### config.mk
export PLATFORM = sky130hd
export DESIGN_NAME = vram_arbiter
export DESIGN_NICKNAME = d
export VERILOG_FILES = /design/src/rtl/vram_arb_pkg.sv /design/src/rtl/vram_arb_ret_pipe.sv /design/src/rtl/vram_arbiter.sv
export SDC_FILE = /design/constraint.sdc
export NUM_CORES = 1
export LEC_CHECK = 0
export BUFFER_PORTS_ARGS = -buffer_cell sky130_fd_sc_hd__buf_2
export CAP_MARGIN = 20
export CORE_ASPECT_RATIO = 1.75
export CORE_MARGIN = 5
export CORE_UTILIZATION = 40
export CTS_BUF_LIST = sky130_fd_sc_hd__clkbuf_4
export CTS_CLUSTER_DIAMETER = 40
export DETAILED_ROUTE_END_ITERATION = 10
export PLACE_DENSITY = 0.71
export SLEW_MARGIN = 25
export SYNTH_ARGS = -nofsm -noshare
export SYNTH_HDL_FRONTEND = slang
export SYNTH_HIERARCHICAL = 1
export SYNTH_SLANG_ARGS = --single-unit
### constraint.sdc
create_clock -name clk_clk -period 3.37 [get_ports clk_clk]
set_input_delay 0.5055 -clock clk_clk [delete_from_list [all_inputs] [get_ports clk_clk]]
set_output_delay 0.5055 -clock clk_clk [all_outputs]
set_load 0.02 [all_outputs]
### src/rtl/vram_arb_pkg.sv
// Shared types for the VRAM arbiter: FSM states, return-pipe tags and
// byte-enable width helper.
package vram_arb_pkg;

    localparam int DEF_DATA_W = 32;
    localparam int BE_W       = DEF_DATA_W / 8;

    // CPU-side transaction progress; VGA traffic is stateless.
    typedef enum logic [1:0] {
        IDLE        = 2'd0,
        CPU_RD_WAIT = 2'd1,
        CPU_DONE    = 2'd2
    } arb_state_e;

    // Owner of the read data returning from the RAM.
    typedef enum logic [1:0] {
        TAG_NONE = 2'd0,
        TAG_VGA  = 2'd1,
        TAG_CPU  = 2'd2
    } ret_tag_e;

endpackage

### src/rtl/vram_arb_ret_pipe.sv
// Two-stage tag shift register tracking who owns each RAM read in flight.
// A tag pushed with the registered command reaches stage 1 exactly when the
// RAM presents the matching read data, so the data is steered combinationally.
module vram_arb_ret_pipe
    import vram_arb_pkg::*;
#(
    parameter int DATA_W = DEF_DATA_W
) (
    input  logic              clk_i,
    input  logic              rst_ni,
    input  ret_tag_e          tag_i,
    input  logic [DATA_W-1:0] ram_rdata_i,
    output logic              vga_rvalid_o,
    output logic [DATA_W-1:0] vga_rdata_o,
    output logic              cpu_rvalid_o,
    output logic [DATA_W-1:0] cpu_rdata_o
);

    ret_tag_e stage0_q;
    ret_tag_e stage1_q;

    // Advance the tags one stage per cycle; reset discards reads in flight.
    always_ff @(posedge clk_i or negedge rst_ni) begin
        if (!rst_ni) begin
            stage0_q <= TAG_NONE;
            stage1_q <= TAG_NONE;
        end else begin
            // NOTE: non-blocking so stage1 takes the old stage0, giving a true shift.
            stage0_q <= tag_i;
            stage1_q <= stage0_q;
        end
    end

    assign vga_rvalid_o = (stage1_q == TAG_VGA);
    assign vga_rdata_o  = vga_rvalid_o ? ram_rdata_i : '0;
    assign cpu_rvalid_o = (stage1_q == TAG_CPU);
    assign cpu_rdata_o  = ram_rdata_i;

endmodule

### src/rtl/vram_arbiter.sv
// Single-port VRAM arbiter between VGA scanout (default priority) and the
// CPU Avalon-MM slave (stalled with waitrequest). One RAM command per cycle.
// Optional starvation bound on the CPU: define VRAM_ARB_STARVE_GUARD_EN.
module vram_arbiter
    import vram_arb_pkg::*;
#(
    parameter int ADDR_W     = 10,
    parameter int DATA_W     = DEF_DATA_W,
    parameter int STARVE_MAX = 8
) (
    input  logic                clk_clk,
    input  logic                reset_reset_n,
    input  logic                avl_read,
    input  logic                avl_write,
    input  logic [ADDR_W-1:0]   avl_address,
    input  logic [DATA_W-1:0]   avl_writedata,
    input  logic [DATA_W/8-1:0] avl_byteenable,
    output logic [DATA_W-1:0]   avl_readdata,
    output logic                avl_waitrequest,
    input  logic                vga_req,
    input  logic [ADDR_W-1:0]   vga_addr,
    output logic                vga_gnt,
    output logic                vga_rvalid,
    output logic [DATA_W-1:0]   vga_rdata,
    output logic [ADDR_W-1:0]   ram_addr,
    output logic [DATA_W-1:0]   ram_wdata,
    output logic [DATA_W/8-1:0] ram_be,
    output logic                ram_we,
    input  logic [DATA_W-1:0]   ram_rdata
);

    arb_state_e          state_q, state_d;
    logic                run_q;
    logic                waitreq_q, waitreq_d;
    logic [DATA_W-1:0]   rdata_q, rdata_d;
    logic [ADDR_W-1:0]   ram_addr_q, ram_addr_d;
    logic [DATA_W-1:0]   ram_wdata_q, ram_wdata_d;
    logic [DATA_W/8-1:0] ram_be_q, ram_be_d;
    logic                ram_we_q, ram_we_d;
    ret_tag_e            push_tag;

    logic                cpu_elig;
    logic                cpu_win;
    logic                vga_win;
    logic                cpu_rvalid;
    logic [DATA_W-1:0]   cpu_rdata;

    // The CPU can only compete while no transaction of its own is in progress.
    assign cpu_elig = run_q && (state_q == IDLE) && (avl_read || avl_write);

`ifdef VRAM_ARB_STARVE_GUARD_EN
    localparam int                  STARVE_W   = $clog2(STARVE_MAX + 1);
    localparam logic [STARVE_W-1:0] STARVE_LIM = STARVE_W'(STARVE_MAX);

    logic [STARVE_W-1:0] starve_q, starve_d;

    assign cpu_win  = cpu_elig && (!vga_req || (starve_q == STARVE_LIM));
    assign starve_d = cpu_win                                 ? '0 :
                      (cpu_elig && (starve_q != STARVE_LIM)) ? starve_q + 1'b1 :
                                                               starve_q;

    // Count consecutive lost arbitrations; saturating, cleared by a CPU grant.
    always_ff @(posedge clk_clk or negedge reset_reset_n) begin
        if (!reset_reset_n) begin
            starve_q <= '0;
        end else begin
            starve_q <= starve_d;
        end
    end
`else
    // Strict VGA priority: the starvation limit has no effect in this build.
    logic unused_starve_max;
    assign unused_starve_max = (STARVE_MAX != 0);
    assign cpu_win           = cpu_elig && !vga_req;
`endif

    // VGA is refused only in the first cycle after reset or when the CPU is forced in.
    assign vga_win = vga_req && run_q && !cpu_win;
    assign vga_gnt = vga_win;

    // Next RAM command and CPU transaction progress.
    always_comb begin
        // NOTE: defaults first so every path assigns every signal and no latch is inferred.
        state_d     = state_q;
        waitreq_d   = 1'b1;
        rdata_d     = rdata_q;
        ram_addr_d  = ram_addr_q;
        ram_wdata_d = ram_wdata_q;
        ram_be_d    = ram_be_q;
        ram_we_d    = 1'b0;
        push_tag    = TAG_NONE;

        if (vga_win) begin
            ram_addr_d = vga_addr;
            ram_be_d   = '1;
            push_tag   = TAG_VGA;
        end else if (cpu_win) begin
            ram_addr_d = avl_address;
            if (avl_write) begin
                // Simultaneous read and write resolves to a write.
                ram_we_d    = 1'b1;
                ram_wdata_d = avl_writedata;
                ram_be_d    = avl_byteenable;
                state_d     = CPU_DONE;
                waitreq_d   = 1'b0;
            end else begin
                ram_be_d = '1;
                push_tag = TAG_CPU;
                state_d  = CPU_RD_WAIT;
            end
        end

        case (state_q)
            CPU_RD_WAIT: begin
                if (cpu_rvalid) begin
                    rdata_d   = cpu_rdata;
                    state_d   = CPU_DONE;
                    waitreq_d = 1'b0;
                end
            end
            CPU_DONE: state_d = IDLE;
            default:  ;
        endcase
    end

    // FSM state and all registered outputs.
    always_ff @(posedge clk_clk or negedge reset_reset_n) begin
        if (!reset_reset_n) begin
            state_q     <= IDLE;
            run_q       <= 1'b0;
            waitreq_q   <= 1'b1;
            rdata_q     <= '0;
            ram_addr_q  <= '0;
            ram_wdata_q <= '0;
            ram_be_q    <= '0;
            ram_we_q    <= 1'b0;
        end else begin
            state_q     <= state_d;
            // NOTE: run_q keeps the combinational grant low while reset is held.
            run_q       <= 1'b1;
            waitreq_q   <= waitreq_d;
            rdata_q     <= rdata_d;
            ram_addr_q  <= ram_addr_d;
            ram_wdata_q <= ram_wdata_d;
            ram_be_q    <= ram_be_d;
            ram_we_q    <= ram_we_d;
        end
    end

    assign avl_waitrequest = waitreq_q;
    assign avl_readdata    = rdata_q;
    assign ram_addr        = ram_addr_q;
    assign ram_wdata       = ram_wdata_q;
    assign ram_be          = ram_be_q;
    assign ram_we          = ram_we_q;

    vram_arb_ret_pipe #(
        .DATA_W (DATA_W)
    ) u_ret_pipe (
        .clk_i        (clk_clk),
        .rst_ni       (reset_reset_n),
        .tag_i        (push_tag),
        .ram_rdata_i  (ram_rdata),
        .vga_rvalid_o (vga_rvalid),
        .vga_rdata_o  (vga_rdata),
        .cpu_rvalid_o (cpu_rvalid),
        .cpu_rdata_o  (cpu_rdata)
    );

endmodule
### Word-level counts from Yosys, hierarchy flattened

Index checks and enable logic that the tools add are counted.

| storage, ports and cells | value |
|---|---|
| word-level logic and storage cells | 49 |
| output and inout port bits | 114 |
| register bits | 87 |
| input bits | 93 |

| operators by class | value |
|---|---|
| muxes and demuxes | 22 |
| reductions and logical operators | 12 |
| bitwise logic cells | 1 |
| eq/ne operators | 4 |

Operators with widths:

| operator | count |
|---|---|
| 2-to-1 mux 32 bit | 1 |
| 2-to-1 mux 10 bit | 2 |
| 2-to-1 mux 2 bit | 7 |
| 2-to-1 mux 4 bit | 3 |
| 2-to-1 mux 1 bit | 8 |
| logical AND 1 bit | 5 |
| == test 2 x 1 -> 1 bit (second input constant) | 2 |
| == test 2 bit (second input constant) | 2 |
| one-hot mux 2 bit (2 select lines) | 1 |
| AND reduction 3 bit | 1 |
| logical NOT 1 bit | 2 |
| logical NOT 2 bit | 1 |
| AND reduction 2 bit | 1 |
| nonzero test 2 bit | 1 |
| logical OR 1 bit | 1 |
| inverter 1 bit | 1 |

### Logic depth before layout (Yosys ltp)

Gate-level depths: netlist (run 1).

| depth | value |
|---|---|
| word-level depth | 9 |
| depth in mapped cells | 7 |

### Cells and area by module

The synthesis (run 1) kept the hierarchy.

Modules (own cells, without submodules):

| module | area an instance (um2) | cells each | sequential area each (um2) | instances |
|---|---|---|---|---|
| vram_arbiter | 3,301.9 | 203 | 2,078.2 | 1 |
| vram_arb_ret_pipe | 663.1 | 76 | 100.1 | 1 |

### Worst setup path before layout (run 1)

No wires, ideal clock.

| path | value |
|---|---|
| kind | reg2reg |
| start | register state_q[0] |
| end | register ram_addr_q[2], in the netlist ram_addr[2] |
| arrival | 1.415 ns |
| buffers on the path | 1 |
| data required time | 3.245 ns |
| period minus slack after synthesis | 1.540 ns |
| stages on the path, launching flop included | 7 |
| slack | 1.830 ns |
| cells stage by stage | dfrtp_1 -> inv_1 -> ha_1 -> o21ai_2 -> a21boi_2 -> buf_4 -> mux2_2 |

| on the way | value |
|---|---|
| longest elaborated chain between the ends | 7 |

Ends and longest elaborated chain:

| item | line | text |
|---|---|---|
| start, declared | vram_arbiter.sv:32 | `arb_state_e state_q, state_d;` |
| start signal, assigned | vram_arbiter.sv:138 | `state_q <= state_d;` |
| logical NOT 2 bit * | vram_arbiter.sv:49 | `assign cpu_elig = run_q && (state_q == IDLE) && (avl_read \|\| avl_write);` |
| logical AND 1 bit * (2 in series) | vram_arbiter.sv:49 |  |
| logical AND 1 bit * | vram_arbiter.sv:74 | `assign cpu_win = cpu_elig && !vga_req;` |
| logical NOT 1 bit | vram_arbiter.sv:78 | `assign vga_win = vga_req && run_q && !cpu_win;` |
| logical AND 1 bit | vram_arbiter.sv:78 |  |
| 2-to-1 mux 10 bit / nonzero test 2 bit (equally long branches) | n/a |  |
| end signal, assigned | vram_arbiter.sv:143 | `ram_addr_q <= ram_addr_d;` |
| end, declared | vram_arbiter.sv:36 | `logic [ADDR_W-1:0] ram_addr_q, ram_addr_d;` |

Every way passes the cells marked *; elsewhere a longest branch is shown, timed or not.
A chain may end at the register's enable or synchronous reset.

### Worst setup path in the final report (run 1)

| path | value |
|---|---|
| start | register u_ret_pipe.stage1_q[0] |
| end | output port vga_rdata[5] |

| on the way | value |
|---|---|
| longest elaborated chain between the ends | 2 |

Ends and longest elaborated chain:

| item | line | text |
|---|---|---|
| start, declared | vram_arb_ret_pipe.sv:20 | `ret_tag_e stage1_q;` |
| start signal, assigned | vram_arb_ret_pipe.sv:30 | `stage1_q <= stage0_q;` |
| == test 2 x 1 -> 1 bit | vram_arb_ret_pipe.sv:34 | `assign vga_rvalid_o = (stage1_q == TAG_VGA);` |
| 2-to-1 mux 32 bit | vram_arb_ret_pipe.sv:35 | `assign vga_rdata_o = vga_rvalid_o ? ram_rdata_i : '0;` |
| end, declared | vram_arbiter.sv:24 | `output logic [DATA_W-1:0] vga_rdata,` |

Every way passes these cells.

==> metrics, run 1 <==
drt first pass iters=4; Sum Neg Setup Slack=0 ns; Core ar.=roughly 10000 µm²; initial antenna violation count=0; dpl hpwl=between 6000 and 7000 µm; Startpoint Class=flip-flop; non-filler cells, final=approximately 580; post-synth top area cell=dfrtp_1; io pins=207; placed cells=roughly 570; Netlist Area Pre-Place=3970 µm²; remaining global-route overflow=0; Final min period=roughly 2.3 ns; skew final=0.0190 ns; total of max-cap violations=0; status=finished, final reports clean; worst skew pair latency=roughly 0.42 ns; Leak Pwr=2.67 nW; most common cell after layout, fill and taps aside=buf_2; Post-Syn Instances=approximately 280; async set-reset flop share out of synthesis=1.00; pwr/cell area=about 830 nW/µm²; Yosys top cell area share=0.543; clock tree root driver cell=clkbuf_4; Hold WS=0.120 ns; Setup Buffers After CTS=0; vias=approximately 2.7k; worst vdd ir=roughly 0.00037 V; buffer depth of the longest clock path=2; # diodes=0; Final Hold Viols=0; initial core utilization=0.405; RSZ-0062 raised after global routing=no; Final Total Pwr=roughly 4.2 mW; hold buffers post-CTS=0; antenna-violating nets left=0; Cell variety after synth=23; H-tree depth=3; routed wire length=around 9000 µm; worst endpoint required time=2.86 ns; first-pass GRT wire length=14,300 µm; DRT iter0 DRCs=between 50 and 60; number of synthesis warnings=6; Total GRT Usage=0.149; Via-to-Cell Ratio=4.63; Synth Register Bits=87; Crit Path Category=flip-flop to output pin; WL/cell=15.5 µm; DIE HEIGHT=between 100 and 150 µm; CTS resizes=0; fin. max-slew vios=0; Post-layout nets=547; period utilisation layout=0.687; Site Rows=48; ranking of synthesized cells by area=dfrtp_1 54%, mux2_2 20%, and3b_1 7.1%, buf_4 6.2%, mux2_4 4.5%; CTS tree=built; PortBufs=approximately 210; DRC viols=0; Clock transition at path regs=0.14 ns; full die area=12,100 µm²; fmax=0.432 GHz; Final setup viols=0; sequential area share after synthesis=0.549; fraction of layout cells with a size suffix above 1=0.683; Num Clock Sinks=between 80 and 90; Syn Nets=between 300 and 400; total CTS buffers=9; syn avg cell area=14.2 µm²; worst slew pin tran=~0.85 ns; Post-synth EDFFs=0; Placer Congestion=between 0.7 and 0.8; Arrival @ worst endpoint=between 1.5 and 2 ns; ys flop type=dfrtp_1; worst-path fanout max=34; Layout area overhead=26.5%; largest net degree at the start of global routing=between 80 and 90; fin util=0.512; CP endpoint kind=output pin; vias in the first global route=just under 3k; commonest cells after routing, fill and taps aside=205 x buf_2, 86 x dfrtp_1, 72 x mux2_2; class of the worst hold path=primary input to asynchronous set/reset pin; DIE WIDTH=85.3 µm; Slew headroom=0.432
power breakdown:
| part | leakage [nW] | internal, mW | switching (mW) | total (mW) |
|---|---|---|---|---|
| Sequential | 1.02 | 1.49 | 0.220 | 1.71 |
| Combinational | 1.56 | 0.762 | 1.02 | 1.78 |
| Clock | 0.0875 | 0.320 | 0.346 | 0.666 |
| Total | 2.67 | 2.57 | 1.59 | 4.16 |
flip-flops by register name, indices dropped and copies added (netlist names):
signal               flops
ram_we                   1
u_ret_pipe/stage1_q      2
ram_be                   4
run_q                    1
avl_waitrequest          1
avl_readdata            32
ram_addr                10
u_ret_pipe/stage0_q      2
state_q                  2
ram_wdata               32
cells in the mapped netlist (all sizes together) (2+ instances only):
cell / n
and3b: 32
buf: 47
ha: 2
nor2b: 2
o22a: 4
mux2: 84
nand2: 3
dfrtp: 86
inv: 6
o21ai: 4
per-layer routing:
layer / track usage / up-vias / wire, µm
met2: 0.260 / 118 / 4800
met1: 0.163 / 1278 / 3210
met4: 0.0592 / 0 / 176
met5: 0 / - / 0
met3: 0.0517 / 14 / 815
li1: - / 1283 / -
worst paths after layout:
kind | slack (ns) | cells after the start | endpoint | from
setup / recovery | 1.06 | 2 | vga_rdata[5] | u_ret_pipe/stage1_q[0]
hold / removal | 0.12 | 1 | avl_readdata[10] | reset_reset_n
setup reg to reg | 1.27 | 4 | avl_readdata[29] | u_ret_pipe/stage1_q[0]
hold reg to reg | 0.36 | 0 | u_ret_pipe/stage1_q[1] | u_ret_pipe/stage0_q[1]
min in group clk_clk | 0.28 | 2 | u_ret_pipe/stage0_q[1] | avl_write
max in group asynchronous | 2.71 | 1 | avl_readdata[17] | reset_reset_n
stage by stage:
step / instance area, µm² / setup slack, ns
after floorplan: 3970 / 1.83
after global placement: 4850 / 1.43
after detailed placement: 4850 / 1.32
after CTS: 5010 / 1.03
after global routing: 5010 / 0.922
final: 5010 / 1.06
final cells by class:
| class | instances | area [µm²] |
|---|---|---|
| Tap cell | 125 | 156 |
| Multi-Input combinational cell | 139 | 1430 |
| Clock buffer | 11 | 82.6 |
| Fill cell | 879 | 4770 |
| Inverter | 6 | 22.5 |
| Timing Repair Buffer | 209 | 1060 |
| Sequential cell | 87 | 2180 |
| Clock inverter | 5 | 81.3 |
cells by family (layout without fill, tap and decap cells):
kind of cell             count (synthesis)  count (layout)  share of synthesized area
adder cells (fa/ha/maj)                  2               2                    0.00631
AO/OA/AOI/OAI                           11              11                     0.0211
multiplexers                            84              84                      0.250
AND/OR/NAND/NOR                         41              41                     0.0833
flip-flops                              87              87                      0.549
other                                    1               1                   0.000946
buffers and inverters                   53             231                     0.0890
critical path: stages (launching register included):
cell and delay (ns):
dfrtp_1 0.92, and3b_1 0.29, buf_2 0.17
Note: power is estimated with default switching activity, not from simulation.
==> run 2: changes to the inputs <==
--- a/config.mk
+++ b/config.mk
@@ -13,7 +13,7 @@
 export CTS_BUF_LIST = sky130_fd_sc_hd__clkbuf_4
 export CTS_CLUSTER_DIAMETER = 40
 export DETAILED_ROUTE_END_ITERATION = 10
-export PLACE_DENSITY = 0.71
+export PLACE_DENSITY = 0.74
 export SLEW_MARGIN = 25
 export SYNTH_ARGS = -nofsm -noshare
 export SYNTH_HDL_FRONTEND = slang
==> constraint.sdc (replaced) <==
create_clock -name clk_clk -period 2.1 [get_ports clk_clk]
set_input_delay 0.315 -clock clk_clk [delete_from_list [all_inputs] [get_ports clk_clk]]
set_output_delay 0.315 -clock clk_clk [all_outputs]
set_load 0.02 [all_outputs]
==> run 2 against run 1 <==
  * Die area stayed put
  * Combinational power grew 63%
  * Count of clock-buffer cells in the layout down 1
  * Global-route usage increased by 0.12 points
  * Utilization is 0.61 points higher
  * Power grew 61%
  * Clock power increased by 58%
  * Flip-flop and latch count unchanged
  * Largest cell class unchanged
==> metrics, run 2 (synthesis gave the netlist of run 1 again) <==
largest net degree at the start of global routing=50 (-43%); drt first pass iters=2 (-2); worst vdd ir=0.000542 V (+46%); Num Clock Sinks=87 (unchanged); Final Total Pwr=6.70 mW (+61%); fin. max-slew vios=0 (unchanged); WL/cell=15.5 µm (about the same); Site Rows=48 (unchanged); total of max-cap violations=0 (unchanged); Slew headroom=0.575 (+0.143); Layout area overhead=28.0%; # fillers=881 (+0.23%); Via-to-Cell Ratio=4.69 (+1.5%); first-pass GRT wire length=14,500 µm (+1.3%); multi-input combinational cell area=1430 µm² (unchanged); Final min period=between 1.5 and 2 ns; Core ar.=9790 µm² (unchanged); PortBufs=206 (unchanged); remaining global-route overflow=0 (unchanged); # diodes=0 (unchanged); Post-layout nets=554 (+1.3%); FF+latch area=2180 µm² (unchanged); worst-path cell chain=buf_4, and3b_1, buf_2; Hold WS=0.0981 ns (-0.0220 ns); vias in the first global route=3,084 (+6.3%); buffer depth of the longest clock path=2 (unchanged); Leak Pwr=2.71 nW (+1.3%); vias=2,765 (+2.7%); routed wire length=9110 µm (+1.2%); RSZ-0062 raised after global routing=no; initial core utilization=0.405 (unchanged); placed inst area=4900 µm² (+1.1%); full die area=12,100 µm² (unchanged); worst endpoint required time=1.78 ns (-1.08 ns); fraction of layout cells with a size suffix above 1=0.683 (about the same); Final setup viols=0 (unchanged); CTS tree=built; Sum Neg Setup Slack=0 ns (unchanged); dpl hpwl=7100 µm (+2.9%); Total GRT Usage=0.150 (+0.00116); class of the worst hold path=primary input to flip-flop; DIE HEIGHT=142 µm (unchanged); DIE WIDTH=85.3 µm (unchanged); commonest cells after routing, fill and taps aside=205 x buf_2, 86 x dfrtp_1, 72 x mux2_2; Clock transition at path regs=0.14 ns (about the same); antenna-violating nets left=0 (unchanged); slowest stage delay, CP=0.39 ns (-0.53 ns); CP max-delay cell=dfrtp_1; most common cell after layout, fill and taps aside=buf_2; initial antenna violation count=0 (unchanged); status=finished, final reports clean; Startpoint Class=flip-flop; Arrival @ worst endpoint=1.45 ns (-0.36 ns); Crit Path Category=flip-flop to output pin; total CTS buffers=9 (unchanged); CP endpoint kind=output pin; pwr/cell area=1320 nW/µm² (+59%); worst skew pair latency=0.41 ns (about the same); Final Hold Viols=0 (unchanged); Placer Congestion=0.766 (-0.49%); Setup Buffers After CTS=0 (unchanged); CTS resizes=0 (unchanged); DRC viols=0 (unchanged); DRT iter0 DRCs=41 (-29%); worst-path fanout max=33 (-2.9%); H-tree depth=3 (unchanged); skew final=0.0213 ns (+0.00227 ns); Finished Cell Area=5070 µm² (+1.2%); fmax=around 0.57 GHz; hold buffers post-CTS=1 (+1); clock tree root driver cell=clkbuf_4; period utilisation layout=0.839; worst slew pin tran=0.638 ns (-0.214 ns); io pins=207 (unchanged)
## run 2: cell type report
| cell class | count | share of cell area |
|---|---|---|
| Inverter | 6 | 0.00444 |
| Multi-Input combinational cell | 139 | 0.283 |
| Timing Repair Buffer | 216 | 0.221 |
| Tap cell | 125 | 0.0308 |
| Sequential cell | 87 | 0.429 |
| Clock buffer | 10 | 0.0148 |
| Clock inverter | 6 | 0.0168 |
## run 2: critical path: cells and delay by family (launching register included)
| kind | cells | cell delay, ns |
|---|---|---|
| flip-flops | 1 | 0.39 |
| buffers and inverters | 2 | 0.39 |
| AND/OR/NAND/NOR | 1 | 0.25 |
## run 2: final timing paths
kind / start / endpoint / slack (ns) / cells after the start
min in group asynchronous: reset_reset_n / avl_readdata[0] / 0.45 / 2
max reg2reg: state_q[0] / ram_addr[9] / 0.52 / 6
min: avl_write / u_ret_pipe/stage0_q[1] / 0.1 / 2
min reg2reg: u_ret_pipe/stage0_q[1] / u_ret_pipe/stage1_q[1] / 0.37 / 0
max in group asynchronous: reset_reset_n / ram_wdata[28] / 1.04 / 3
max: u_ret_pipe/stage1_q[1] / vga_rdata[13] / 0.34 / 3
## run 2: per-layer routing
metal,track usage,up-vias,share of wire
met1,0.152,1326,0.34
met4,0.0676,0,0.019
li1,-,1296,-
met3,0.0389,14,0.085
met2,0.282,129,0.55
met5,0,-,0
## run 2: per-stage QoR
stage | setup WS, ns | utilization | instances
floorplan | 0.560 | - | 279
global placement | 0.587 | 0.501 | 572
detailed placement | 0.537 | 0.501 | 572
CTS | 0.276 | 0.518 | 589
global route | 0.203 | 0.518 | 589
finish | 0.338 | 0.518 | 589
## run 2: where the power goes
group,switching (mW),internal [mW],leakage [nW]
Sequential,0.347,2.39,1.02
Clock,0.555,0.493,0.0840
Combinational,1.67,1.24,1.60
==> run 3: changes to the inputs <==
--- a/config.mk
+++ b/config.mk
@@ -13,7 +13,7 @@
 export CTS_BUF_LIST = sky130_fd_sc_hd__clkbuf_4
 export CTS_CLUSTER_DIAMETER = 40
 export DETAILED_ROUTE_END_ITERATION = 10
-export PLACE_DENSITY = 0.74
+export PLACE_DENSITY = 0.71
 export SLEW_MARGIN = 25
 export SYNTH_ARGS = -nofsm -noshare
 export SYNTH_HDL_FRONTEND = slang
==> constraint.sdc (replaced) <==
create_clock -name clk_clk -period 1.7 [get_ports clk_clk]
set_input_delay 0.255 -clock clk_clk [delete_from_list [all_inputs] [get_ports clk_clk]]
set_output_delay 0.255 -clock clk_clk [all_outputs]
set_load 0.02 [all_outputs]
==> run 3 against run 2 <==
  * Setup slack worse by 0.29 ns
  * Wire length unchanged
  * Non-clock buffer count up 3
  * Global-route usage about the same
  * Sequential share of layout area down 1.8 points
  * Utilization up 2.2 points
  * Critical path type unchanged
  * Largest cell class unchanged
  * Largest power group unchanged
==> metrics, run 3 (synthesis gave the netlist of run 1 again) <==
status=finished, final reports clean; fmax=0.606 GHz; CTS tree=built; Final Hold Viols=0 (unchanged); dpl hpwl=7130 µm (+0.42%); Finished Cell Area=5290 µm² (+4.3%); DRT iter0 DRCs=48 (+17%); Total GRT Usage=0.150 (about the same); CP endpoint kind=output pin; first-pass GRT wire length=14,500 µm (about the same); Hold WS=0.0536 ns (-0.0445 ns); Num Clock Sinks=87 (unchanged); GR Util met3=0.0558 (+0.0169); vias in the first global route=3,014 (-2.3%); # diodes=0 (unchanged); total CTS buffers=9 (unchanged); PortBufs=206 (unchanged); fraction of layout cells with a size suffix above 1=0.681 (-0.00225); total of max-cap violations=0 (unchanged); Post-layout nets=557 (+0.54%); Placer Congestion=0.756 (-1.4%); largest net degree at the start of global routing=34 (-32%); Final Total Pwr=8.18 mW (+22%); fin. max-slew vios=0 (unchanged); commonest cells after routing, fill and taps aside=172 x buf_2, 86 x dfrtp_1, 72 x mux2_2; Clock transition at path regs=0.13 ns (about the same); Arrival @ worst endpoint=1.40 ns (-0.05 ns); Site Rows=48 (unchanged); skew final=0.0214 ns (+0.000145 ns); RSZ-0062 raised after global routing=yes; initial core utilization=0.405 (unchanged); remaining global-route overflow=0 (unchanged); Core ar.=9790 µm² (unchanged); worst vdd ir=0.000662 V (+22%); H-tree depth=3 (unchanged); antenna-violating nets left=0 (unchanged); initial antenna violation count=0 (unchanged); M2 GR Usage=0.268 (-0.0139); Final setup viols=0 (unchanged); WL/cell=15.4 µm (-0.51%); most common cell after layout, fill and taps aside=buf_2; placed inst area=4950 µm² (+1.0%); pwr/cell area=1550 nW/µm² (+17%); DIE WIDTH=85.3 µm (unchanged); Startpoint Class=flip-flop; clock tree root driver cell=clkbuf_4; Via-to-Cell Ratio=4.78 (+1.9%); period utilisation layout=0.971; worst-path fanout max=33 (unchanged); worst skew pair latency=0.42 ns (about the same); met1 Use GR=0.157 (+0.00510); drt first pass iters=2 (unchanged); DIE HEIGHT=142 µm (unchanged); Final min period=1.65 ns; class of the worst hold path=primary input to flip-flop; Layout area overhead=33.5%; GR peak layer=met2; buffer depth of the longest clock path=2 (unchanged); io pins=207 (unchanged); vias=2,832 (+2.4%); full die area=12,100 µm² (unchanged); worst endpoint required time=1.44 ns (-0.34 ns); Sum Neg Setup Slack=0 ns (unchanged); Leak Pwr=2.75 nW (+1.7%); Crit Path Category=flip-flop to output pin; DRC viols=0 (unchanged); routed wire length=9110 µm (unchanged)
-- run 3: what timing repair did --
item	CTS	global route
setup endpoints to repair	33	34
gates resized for setup	10	43
hold buffers	2	1
gates cloned	0	0
setup buffers	0	1
hold endpoints to repair	30	1
-- run 3: metal layers --
layer / share of wire / vias to the layer above
li1: - / 1304
met1: 0.33 / 1385
met2: 0.56 / 127
met3: 0.089 / 16
met4: 0.023 / 0
met5: 0 / -
-- run 3: where the power goes --
part / switching [mW] / internal, mW / total [mW]
clock: 0.662 / 0.483 / 1.14
combinational: 2.07 / 1.59 / 3.66
sequential: 0.421 / 2.96 / 3.38
-- run 3: layout make-up --
class,instances,area [µm²]
clock buffers,11,82.6
fillers,855,4500
inverters,6,22.5
well taps,125,156
multi-input cells,139,1430
clock inverters,5,58.8
flip-flops and latches,87,2180
repair buffers,219,1360
-- run 3: through the flow --
| stage | std cells | util | setup WS [ns] |
|---|---|---|---|
| final | 592 | 0.541 | 0.0491 |
| after global routing | 592 | 0.541 | -0.0558 |
| after CTS | 590 | 0.526 | 0.000560 |
| after detailed placement | 572 | 0.506 | 0.165 |
| after global placement | 572 | 0.506 | 0.212 |
| after floorplan | 279 | - | 0.160 |
-- run 3: worst max-delay path, stage by stage (launching register included) --
cell and delay [ns]:
dfrtp_1 0.43, buf_12 0.17, and3b_1 0.24, buf_6 0.12
-- run 3: worst paths after layout --
check | depth (start not counted) | start | slack, ns | end
setup / recovery | 3 | u_ret_pipe/stage1_q[1] | 0.05 | vga_rdata[10]
hold / removal | 2 | avl_writedata[24] | 0.05 | ram_wdata[24]
setup reg to reg | 5 | state_q[0] | 0.14 | ram_wdata[5]
hold reg to reg | 0 | u_ret_pipe/stage0_q[0] | 0.36 | u_ret_pipe/stage1_q[0]
max in group asynchronous | 3 | reset_reset_n | 0.85 | avl_waitrequest
min in group asynchronous | 2 | reset_reset_n | 0.29 | avl_readdata[0]
